[src/rtl/traffic_pkg.sv]
// Shared light codes, state encodings and the light decode used by the
// highway/country intersection controller.
package traffic_pkg;

  typedef enum logic [1:0] {
    L_G   = 2'b00,
    L_Y   = 2'b01,
    L_R   = 2'b10,
    L_OFF = 2'b11
  } light_t;

  typedef enum logic [2:0] {
    S_HG    = 3'd0,
    S_HY    = 3'd1,
    S_AR1   = 3'd2,
    S_CG    = 3'd3,
    S_CY    = 3'd4,
    S_AR2   = 3'd5,
    S_FLASH = 3'd6
  } state_t;

  typedef struct packed {
    light_t hwy;
    light_t cntry;
  } lights_t;

  // Unknown codes show all-red so a corrupted state can never show two greens.
  function automatic lights_t decode_lights(input state_t s, input logic phase);
    lights_t l;
    l.hwy   = L_R;
    l.cntry = L_R;
    case (s)
      S_HG:    l.hwy   = L_G;
      S_HY:    l.hwy   = L_Y;
      S_CG:    l.cntry = L_G;
      S_CY:    l.cntry = L_Y;
      S_FLASH: begin
        l.hwy   = phase ? L_OFF : L_Y;
        l.cntry = phase ? L_OFF : L_R;
      end
      default: ;
    endcase
    return l;
  endfunction

endpackage

[src/rtl/tick_prescaler.sv]
// Free-running divider producing a one-cycle tick every TICK_DIV clocks.
module tick_prescaler #(
  parameter int unsigned TICK_DIV = 50000000
) (
  input  logic CLOCK_50,
  input  logic clear,
  output logic tick
);

  localparam int unsigned W = (TICK_DIV > 1) ? $clog2(TICK_DIV) : 1;
  localparam logic [W-1:0] LAST = W'(TICK_DIV - 1);

  logic [W-1:0] cnt_q, cnt_d;

  always_comb begin
    cnt_d = (cnt_q == LAST) ? '0 : cnt_q + W'(1);
  end

  always_ff @(posedge CLOCK_50 or posedge clear) begin
    if (clear) cnt_q <= '0;
    else       cnt_q <= cnt_d;
  end

  assign tick = (cnt_q == LAST);

endmodule

[src/rtl/timed_traffic_ctrl.sv]
// Timer-driven highway/country intersection controller with all-red clearance,
// country max-green limit and maintenance flash mode.
module timed_traffic_ctrl
  import traffic_pkg::*;
#(
  parameter int unsigned TICK_DIV    = 50000000,
  parameter int unsigned CNT_W       = 8,
  parameter int unsigned HWY_MIN_G   = 10,
  parameter int unsigned CNTRY_MAX_G = 8,
  parameter int unsigned YEL_T       = 3,
  parameter int unsigned ALLRED_T    = 1
) (
  input  logic             CLOCK_50,
  input  logic             clear,
  input  logic             sensor,
  input  logic             flash,
  output logic [1:0]       hwy,
  output logic [1:0]       cntry,
  output logic [2:0]       state,
  output logic [CNT_W-1:0] timer
);

  localparam logic [CNT_W:0] HWY_MIN_EL   = (CNT_W+1)'(HWY_MIN_G);
  localparam logic [CNT_W:0] CNTRY_MAX_EL = (CNT_W+1)'(CNTRY_MAX_G);
  localparam logic [CNT_W:0] YEL_EL       = (CNT_W+1)'(YEL_T);
  localparam logic [CNT_W:0] ALLRED_EL    = (CNT_W+1)'(ALLRED_T);

  logic tick;

  tick_prescaler #(
    .TICK_DIV(TICK_DIV)
  ) u_prescaler (
    .CLOCK_50(CLOCK_50),
    .clear   (clear),
    .tick    (tick)
  );

  logic             sensor_m_q, sensor_m_d, sensor_s_q, sensor_s_d;
  logic             flash_m_q, flash_m_d, flash_s_q, flash_s_d;
  state_t           state_q, state_d;
  logic [CNT_W-1:0] timer_q, timer_d;
  logic             phase_q, phase_d;
  light_t           hwy_q, hwy_d, cntry_q, cntry_d;
  lights_t          lights_d;
  logic [CNT_W:0]   el;

  always_comb begin
    sensor_m_d = sensor;
    sensor_s_d = sensor_m_q;
    flash_m_d  = flash;
    flash_s_d  = flash_m_q;

    el      = {1'b0, timer_q} + (CNT_W+1)'(1);
    state_d = state_q;
    phase_d = phase_q;

    // Flash entry needs no tick and overrides every timed transition.
    if (flash_s_q && state_q != S_FLASH) begin
      state_d = S_FLASH;
      phase_d = 1'b0;
    end else begin
      case (state_q)
        S_HG:    if (tick && sensor_s_q && el >= HWY_MIN_EL) state_d = S_HY;
        S_HY:    if (tick && el >= YEL_EL)                   state_d = S_AR1;
        S_AR1:   if (tick && el >= ALLRED_EL)                state_d = S_CG;
        S_CG:    if (tick && (!sensor_s_q || el >= CNTRY_MAX_EL)) state_d = S_CY;
        S_CY:    if (tick && el >= YEL_EL)                   state_d = S_AR2;
        S_AR2:   if (tick && el >= ALLRED_EL)                state_d = S_HG;
        S_FLASH: begin
          if (tick) begin
            if (!flash_s_q) state_d = S_AR2;
            else            phase_d = ~phase_q;
          end
        end
        default: state_d = S_HG;
      endcase
    end

    if (state_d != state_q)          timer_d = '0;
    else if (tick && timer_q != '1)  timer_d = timer_q + CNT_W'(1);
    else                             timer_d = timer_q;

    // Lights are decoded from next state so they register alongside it.
    lights_d = decode_lights(state_d, phase_d);
    hwy_d    = lights_d.hwy;
    cntry_d  = lights_d.cntry;
  end

  always_ff @(posedge CLOCK_50 or posedge clear) begin
    if (clear) begin
      sensor_m_q <= 1'b0;
      sensor_s_q <= 1'b0;
      flash_m_q  <= 1'b0;
      flash_s_q  <= 1'b0;
      state_q    <= S_HG;
      timer_q    <= '0;
      phase_q    <= 1'b0;
      hwy_q      <= L_G;
      cntry_q    <= L_R;
    end else begin
      sensor_m_q <= sensor_m_d;
      sensor_s_q <= sensor_s_d;
      flash_m_q  <= flash_m_d;
      flash_s_q  <= flash_s_d;
      state_q    <= state_d;
      timer_q    <= timer_d;
      phase_q    <= phase_d;
      hwy_q      <= hwy_d;
      cntry_q    <= cntry_d;
    end
  end

  assign hwy   = hwy_q;
  assign cntry = cntry_q;
  assign state = state_q;
  assign timer = timer_q;

endmodule

[config.mk]
export PLATFORM = sky130hd
export DESIGN_NAME = timed_traffic_ctrl
export DESIGN_NICKNAME = d
export VERILOG_FILES = /design/src/rtl/traffic_pkg.sv /design/src/rtl/tick_prescaler.sv /design/src/rtl/timed_traffic_ctrl.sv
export SDC_FILE = /design/constraint.sdc
export NUM_CORES = 1
export LEC_CHECK = 0
export BUFFER_PORTS_ARGS = -buffer_cell sky130_fd_sc_hd__buf_2
export CAP_MARGIN = 20
export CORE_ASPECT_RATIO = 1.1
export CORE_MARGIN = 2
export CORE_UTILIZATION = 45
export CTS_CLUSTER_SIZE = 8
export DETAILED_ROUTE_END_ITERATION = 8
export GPL_TIMING_DRIVEN = 0
export PLACE_DENSITY = 0.73
export SLEW_MARGIN = 10
export SYNTH_ARGS = -nofsm -noshare
export SYNTH_HDL_FRONTEND = slang
export SYNTH_SLANG_ARGS = --single-unit
[constraint.sdc]
create_clock -name CLOCK_50 -period 3.68 [get_ports CLOCK_50]
set_input_delay 0.736 -clock CLOCK_50 [delete_from_list [all_inputs] [get_ports CLOCK_50]]
set_output_delay 0.736 -clock CLOCK_50 [all_outputs]
set_load 0.02 [all_outputs]
== Word-level counts from Yosys, hierarchy flattened ==
Cells that the tools add are included.
W data, S select, Z words.

* Bits in registers: 46
* Memories kept: 0
* Word-level logic and storage cells: 65
* Input bits: 4
* Memory bits (read-only): 0
* Output and inout bits: 15
* RAM bits: 0
* Latch bits: 0

* Bitwise gates (word level): 1
* Div/mod/pow operators: 0
* Magnitude comparators: 4
* Shift operators: 0
* $mul: 0
* Multiplexer cells: 21
* $add $sub $neg: 3
* Equal/unequal tests: 14
* Reductions and logical operators: 12

{| class="wikitable"
|+ Operators with widths
! cell !! count
|-
| $mux W3 || 9
|-
| $add A26 B1 Y26 const B || 1
|-
| $eq A26 B26 Y1 const B || 1
|-
| $mux W26 || 1
|-
| $pmux W3 S7 || 1
|-
| $ge A9 B4 Y1 const B || 2
|-
| $mux W8 || 2
|-
| $eq A3 B3 Y1 const B || 5
|-
| $pmux W2 S3 || 2
|-
| $add A8 B1 Y9 const B || 1
|-
| $eq A3 B2 Y1 const B || 3
|-
| $ge A9 B1 Y1 const B || 1
|-
| $ge A9 B2 Y1 const B || 1
|-
| $add A8 B1 Y8 const B || 1
|-
| $ne A8 B8 Y1 const B || 1
|-
| $logic_and A1 B1 Y1 || 7
|-
| $eq A3 B1 Y1 const B || 2
|-
| $logic_not A3 Y1 || 2
|-
| $mux W1 || 5
|-
| $ne A3 B3 Y1 || 1
|-
| $ne A3 B3 Y1 const B || 1
|-
| $mux W2 || 1
|-
| $reduce_bool A2 Y1 || 1
|-
| $logic_not A1 Y1 || 1
|-
| other kinds (2) || 2
|}

== Depth between registers and ports, before layout ==
Gate-level depths: netlist of run 1.

* Word-level depth: 9
* Mapped depth: 11
* Mapped depth without buffers: 9

== Cells and area by module ==
From an unflattened synthesis of run 1, not the netlist that was laid out.

* Cell total of the unflattened synthesis: 319
* Area total of the unflattened synthesis: 2907.8 µm²

{| class="wikitable"
|+ By module, submodules not included
! module !! area an instance (µm²) !! cells each !! times used
|-
| timed_traffic_ctrl || 1609.0 || 192 || 1
|-
| tick_prescaler || 1298.7 || 127 || 1
|}

== Worst setup path after synthesis of run 1 ==
OpenSTA, ideal clock, no wires.

* Path kind: register to register
* Start: register timer_q[1], in the netlist timer[1]
* End: register timer_q[0], in the netlist timer[0]
* Library setup time: 78 ps
* Cell stages (with the launch flop): 11
* Arrival time: 2605 ps
* Clock period less this slack: 2683 ps
* Path slack: 997 ps
* Buffers on the path: 1
* Cells stage by stage: dfrtp_1 -> ha_1 -> and4_4 -> a22o_4 -> nand3_2 -> o21a_4 -> o41ai_2 -> a221oi_2 -> or4_1 -> buf_2 -> a21oi_1

* Cells in the longest elaborated chain, start to end: 9
* Elaborated cells on any way between the ends: 23
* Classes of those cells: add/sub: 1; order compare: 4; eq/ne: 2; mux: 9; reduce/logical: 7

{| class="wikitable"
|+ RTL lines
! what !! line !! RTL
|-
| start: declaration || timed_traffic_ctrl.sv:41 || <nowiki>logic [CNT_W-1:0] timer_q, timer_d;</nowiki>
|-
| start signal: assignment || timed_traffic_ctrl.sv:106 || <nowiki>timer_q <= timer_d;</nowiki>
|-
| $add A8 B1 Y9 || timed_traffic_ctrl.sv:53 || <nowiki>el = {1'b0, timer_q} + (CNT_W+1)'(1);</nowiki>
|-
| $ge A9 B4 Y1 || timed_traffic_ctrl.sv:66 || <nowiki>S_CG: if (tick && (!sensor_s_q || el >= CNTRY_MAX_EL)) state_d = S_CY;</nowiki>
|-
| $logic_or A1 B1 Y1 || timed_traffic_ctrl.sv:66 ||
|-
| $logic_and A1 B1 Y1 || timed_traffic_ctrl.sv:66 ||
|-
| $mux W3 || timed_traffic_ctrl.sv:66 ||
|-
| $pmux W3 S7 || timed_traffic_ctrl.sv:62 || <nowiki>case (state_q)</nowiki>
|-
| $mux W3 || timed_traffic_ctrl.sv:58 || <nowiki>if (flash_s_q && state_q != S_FLASH) begin</nowiki>
|-
| $ne A3 B3 Y1 || timed_traffic_ctrl.sv:79 || <nowiki>if (state_d != state_q) timer_d = '0;</nowiki>
|-
| $mux W8 or $reduce_bool A2 Y1 (tied branches) || -- ||
|}

Parallel ways exist; a longest one is shown, timed or not.
A chain may end at the register's enable or synchronous reset.

== Worst setup path after layout of run 1 ==
* Start: register timer_q[1], in the netlist timer[1]
* End: register timer_q[4], in the netlist timer[4]

Same word-level chain as after synthesis.

==> out/qor.yml, run 1 <==
status:
  status: "finished, final reports clean"
global_route:
  grt_pass1_wl_mm: 8.90
  antenna_found_initial: 0
  grt_util_all_layers_pct: 17.0
  grt_max_degree: 34
  grt_pass1_vias: 1967
  grt_overflow_total: 0
cts:
  clkTransAtPathRegs_ns: 0.09
  cts-resized-gates: 0
  cts_setup_buffers: 0
  cts_hold_buffers: 0
  root_buffer: "clkbuf_8"
  clkLatencyLatePin_ns: 0.30
  cts_buffer_depth: 2
  cts_buffers: 5
  cts_tree: "done"
  clock_sinks: 46
  htreeDepth: 2
setup_path:
  path_class: "flip-flop to flip-flop"
  arrival_ns: 3.19
  startpoint_type: "flip-flop"
  timing.rr.start: "timer[1]"
  cp-end-kind: "flip-flop"
  regToRegEndpoint: "timer[4]"
  critPathMaxFanout: 9
  rr_worst_depth: 10
  critPathLaunch: "timer[1]"
  rrSetupSlack_ns: 0.73
  crit_end: "timer[4]"
  required_ns: 3.91
logic_synthesis:
  synth_top_family_by_area: "simple AND/OR/NAND/NOR gates"
  synth_xor_area_share_pct: 11.0
  syn-cell-area_um2: 2620
  ys_seq_elements: 46
  yosysSeqAreaShare_pct: 44.0
  synth_top_area_cell: "dfrtp_1"
  yosys-mux-area-fraction_pct: 0.765
  synthAdderAreaFrac_pct: 2.39
  ys_warn_count: 0
  ys_top_cells_by_count: "dfrtp_1, nor2_1, xnor2_1, nand2_1, nand3_1"
  synth_most_common_cell: "dfrtp_1"
  synth-main-ff-cell: "dfrtp_1"
  synthDominantCellAreaShare_pct: 43.0
  synth.distinct_cells: 57
  synth_compound_gate_area_share_pct: 15.4
  synth_area_leaders: "dfrtp_1, xnor2_1, nor2_1, xor2_1, nand3_1"
  synthCells: 264
  yosys.area_share.simple_pct: 22.4
  synth_fp_nets: 273
  synth.avg_cell_area_um2: 9.91
  synth_edf_count: 0
  ys_async_sr_fraction_pct: 100
placement:
  hpwl_mm: 3.65
  dp.cells: 360
  numPortBuffers: 18
  gp_congestion: 0.882
power_and_ir_drop:
  p_clk_share_pct: 39.7
  power_density_nw_per_um2: 328
  p_sw_share_pct: 23.6
  combPwrFrac_pct: 6.7
  p_seq_share_pct: 53.6
  p_leak_nw: 1.32
  irDropWorstVdd_mv: 0.190
  switchingPower_mw: 0.228
  internal_power_mw: 0.736
cells_and_area:
  finalNonFillerCells: 368
  drive_gt1_share_pct: 18.6
  syn2layout_area_growth_pct: 12.2
  n_antenna_cell: 0
  nets: 299
routing:
  drt_iter0_markers: 115
  vias: 2012
  drc_errors: 0
  finalWirelength_mm: 5.03
  drt_pass1_iterations: 4
  via_per_inst: 5.47
  drtAntennaViolNets: 0
  routedWlPerCell_um: 13.7
sta:
  period_share_pct: 80.2
  rsz0062_at_grt: "no"
  fmax_mhz: 339
  setup_viol: 0
  min_period_ns: 2.95
  drv_slew: 0
  clock_skew_ns: 0.00861
  maxSlewHeadroom_pct: 45.9
  worst_slew_pin_slew_ns: 0.805
  hold_violations: 0
  setup_tns_ns: 0
die:
  start_util_pct: 45.9
  num_io_pins: 19
  floorplan.rows: 29
  fp.dieH_um: 84.0
  core_area_um2: 5700
  dieArea_um2: 6440
  die_w_um: 76.7
worst_hold_path:
  hold_path.class: "flip-flop to flip-flop"
run:
  maxCapViolations: 0
-- critical path: stages (launching register included) --
cell	delay (ns)
dfrtp_1	0.52
ha_1	0.37
and4_4	0.29
a22o_4	0.13
nand3_2	0.11
o21ai_0	0.36
a22o_1	0.21
a221oi_2	0.07
or4_1	0.48
buf_2	0.19
a21oi_1	0.14
-- cell usage in the layout, fill, tap and decap left out, types with 2 or more instances in the layout --
| cell | count |
|---|---|
| o21ai_0 | 6 |
| o21ai_1 | 3 |
| buf_4 | 4 |
| buf_2 | 20 |
| inv_1 | 9 |
| nand4_1 | 6 |
| nor4_1 | 3 |
| clkbuf_8 | 5 |
| clkinvlp_4 | 2 |
| nand2_1 | 17 |
| mux2i_1 | 2 |
| nand3_1 | 16 |
| clkbuf_1 | 3 |
| dfrtp_1 | 45 |
| a221oi_1 | 2 |
| xor2_1 | 13 |
| a21bo_2 | 2 |
| xnor2_1 | 20 |
| nand4_2 | 2 |
| and3_1 | 8 |
| and2_1 | 4 |
| a211oi_1 | 2 |
| and4_1 | 6 |
| o32ai_1 | 2 |
| a21oi_1 | 12 |
| nand3_2 | 2 |
| nor3_1 | 3 |
| o211ai_1 | 4 |
| nor2_1 | 31 |
| ha_1 | 5 |
-- power by group through the flow --
stage / Clock, mW / Combinational, mW / Sequential, mW
3_5_place_dp: 0 / 0.0657 / 0.527
4_1_cts: 0.392 / 0.0660 / 0.517
6_report: 0.382 / 0.0649 / 0.517
5_1_grt: 0.421 / 0.0728 / 0.518
2_1_floorplan: 0 / 0.0365 / 0.536
3_3_place_gp: 0 / 0.0625 / 0.527
-- cell families after synthesis --
logic type / Yosys count
AOI/OAI and AO/OA: 49
adders and majority gates: 5
DFF: 46
xor gates and xnor gates: 33
and+or+nand+nor: 108
muxes: 2
buffers and inverters: 21
-- cell type report --
cell class / count / area (um2)
tap: 77 / 96.3
sequential: 46 / 1150
fill: 547 / 2760
inverter: 10 / 37.5
clock buffer: 5 / 68.8
multi-input combinational: 197 / 1360
clock inverter: 3 / 45.0
timing repair buffer: 19 / 110
buffer: 11 / 66.3
-- state kept, by name, summed over array words and instances, names as in the netlist --
signal	flops
cntry	2
hwy	2
phase_q	1
flash_s_q	1
timer	8
state	3
sensor_m_q	1
sensor_s_q	1
flash_m_q	1
u_prescaler.cnt_q	26
-- stage by stage --
stage | hold slack (ns) | power (mW) | setup slack (ns) | area, um2 | util [%]
after detailed placement | 0.336 | 0.593 | 0.752 | 2820 | 49.6
final | 0.355 | 0.964 | 0.727 | 2940 | 51.6
after CTS | 0.358 | 0.976 | 0.739 | 2940 | 51.6
after global routing | 0.371 | 1.01 | 0.557 | 2940 | 51.6
after floorplan | 0.331 | 0.572 | 0.997 | 2620 | -
after global placement | 0.336 | 0.590 | 0.764 | 2800 | 49.2
-- metal layers --
layer  vias to the layer above  track usage, %  part of all wire, %
li1                        998               -                    -
met1                       971            21.3                   45
met2                        36            29.3                   50
met3                         7            2.71                  3.4
met4                         0            6.61                  1.6
met5                         -               0                    0
-- worst min-delay path by stage --
stage	slack, ns	cells after the start	to	startpoint
floorplan	0.33	0	flash_s_q	flash_m_q
CTS	0.36	0	flash_s_q	flash_m_q
global route	0.37	0	flash_s_q	flash_m_q
finish	0.35	0	flash_s_q	flash_m_q
global placement	0.34	0	flash_s_q	flash_m_q
detailed placement	0.34	0	flash_s_q	flash_m_q
Power figures use the tool's default switching activity.
==> run 2, diff against run 1 <==
Clock period 3.68 ns to 2.96 ns, I/O delays scaled along.
==> out/qor.yml, run 2 (synthesis gave the netlist of run 1 again) <==
setup_path:
  path_class: "flip-flop to flip-flop"
  required_ns: 3.19
  critPathMaxFanout: 9
  arrival_ns: 3.05
  rrSetupSlack_ns: 0.14
  startpoint_type: "flip-flop"
  cp-end-kind: "flip-flop"
placement:
  numPortBuffers: 18
  hpwl_mm: 3.65
  gp_congestion: 0.882
  place_area_um2: 2820
sta:
  min_period_ns: 2.82
  clock_skew_ns: 0.00849
  worst_slew_pin_slew_ns: 0.805
  maxSlewHeadroom_pct: 45.9
  rsz0062_at_grt: "no"
  drv_slew: 0
  setup_viol: 0
  setup_tns_ns: 0
  fmax_mhz: 355
  period_share_pct: 95.1
  hold_violations: 0
cts:
  root_buffer: "clkbuf_8"
  cts_buffers: 5
  clkLatencyLatePin_ns: 0.30
  htreeDepth: 2
  clock_sinks: 46
  cts_buffer_depth: 2
  clkTransAtPathRegs_ns: 0.09
  cts-resized-gates: 0
  cts_hold_buffers: 0
  cts_setup_buffers: 0
  cts_tree: "done"
global_route:
  grt_util_all_layers_pct: 17.0
  grt_pass1_wl_mm: 8.90
  grt_max_degree: 34
  grt_overflow_total: 0
  grt_pass1_vias: 1967
  antenna_found_initial: 0
die:
  start_util_pct: 45.9
  core_area_um2: 5700
  die_w_um: 76.7
  fp.dieH_um: 84.0
  dieArea_um2: 6440
  num_io_pins: 19
  floorplan.rows: 29
cells_and_area:
  n_antenna_cell: 0
  top_register: "u_prescaler.cnt_q"
  multi_input_area_um2: 1360
  largest_reg_flops: 26
  layout_commonest_cell: "dfrtp_1"
  fin_area_um2: 2940
  final_cell_mix: "dfrtp_1, nor2_1, xnor2_1, buf_2, nand2_1"
  drive_gt1_share_pct: 18.9
  syn2layout_area_growth_pct: 12.3
  nets: 299
  ff_latch_area_um2: 1150
  fill_cells: 546
power_and_ir_drop:
  irDropWorstVdd_mv: 0.237
  power_density_nw_per_um2: 408
  p_leak_nw: 1.32
routing:
  drtAntennaViolNets: 0
  drt_pass1_iterations: 4
  drt_iter0_markers: 120
  vias: 2009
  routedWlPerCell_um: 13.6
  drc_errors: 0
  via_per_inst: 5.46
  finalWirelength_mm: 5.02
worst_hold_path:
  hold_path.class: "primary input to async pin"
status:
  status: "finished, final reports clean"
run:
  maxCapViolations: 0
-- run 2: worst paths after layout --
kind | from | to | cells after the start
min in group CLOCK_50 | flash_m_q | flash_s_q | 0
worst max-delay path | timer[1] | timer[4] | 10
worst max register to register | timer[1] | timer[4] | 10
worst min register to register | flash_m_q | flash_s_q | 0
worst min-delay path | clear | timer[0] | 2
max in group asynchronous | clear | u_prescaler.cnt_q[19] | 3
-- run 2: metal layers --
| metal | global-route usage (%) | share of wire [%] | up-vias |
|---|---|---|---|
| li1 | - | - | 997 |
| met1 | 21.3 | 45 | 969 |
| met2 | 29.3 | 50 | 36 |
| met3 | 2.71 | 3.3 | 7 |
| met4 | 6.61 | 1.6 | 0 |
| met5 | 0 | 0 | - |
-- run 2: power by group --
group / internal, mW / switching [mW]
Sequential: 0.639 / 0.00351
Combinational: 0.0250 / 0.0556
Clock: 0.251 / 0.224
-- run 2: worst max-delay path, cell delays in order (launching register included) --
cell and delay (ns):
dfrtp_1 0.52, ha_2 0.33, and4_4 0.27, a22o_4 0.13, nand3_2 0.11, o21a_4 0.25, o41ai_2 0.23, a221oi_2 0.08
or4_1 0.48, buf_2 0.19, a21oi_1 0.14
-- run 2: through the flow --
step | hold WS (ns) | util [%] | instances | worst slack (ns) | power (mW)
detailed placement | 0.336 | 49.6 | 360 | 0.0325 | 0.737
finish | 0.228 | 51.6 | 368 | 0.144 | 1.20
global placement | 0.336 | 49.2 | 359 | 0.0438 | 0.733
global route | 0.239 | 51.6 | 368 | 0.00953 | 1.26
floorplan | 0.331 | - | 264 | 0.277 | 0.711
CTS | 0.232 | 51.6 | 368 | 0.0188 | 1.21
-- run 2: final cells by class --
type | count | share of cell area, %
Clock buffer | 5 | 2.34
Buffer | 11 | 2.26
Clock inverter | 3 | 1.53
Multi-Input combinational cell | 197 | 46.4
Sequential cell | 46 | 39.2
Inverter | 10 | 1.28
Timing Repair Buffer | 19 | 3.74
Tap cell | 77 | 3.28
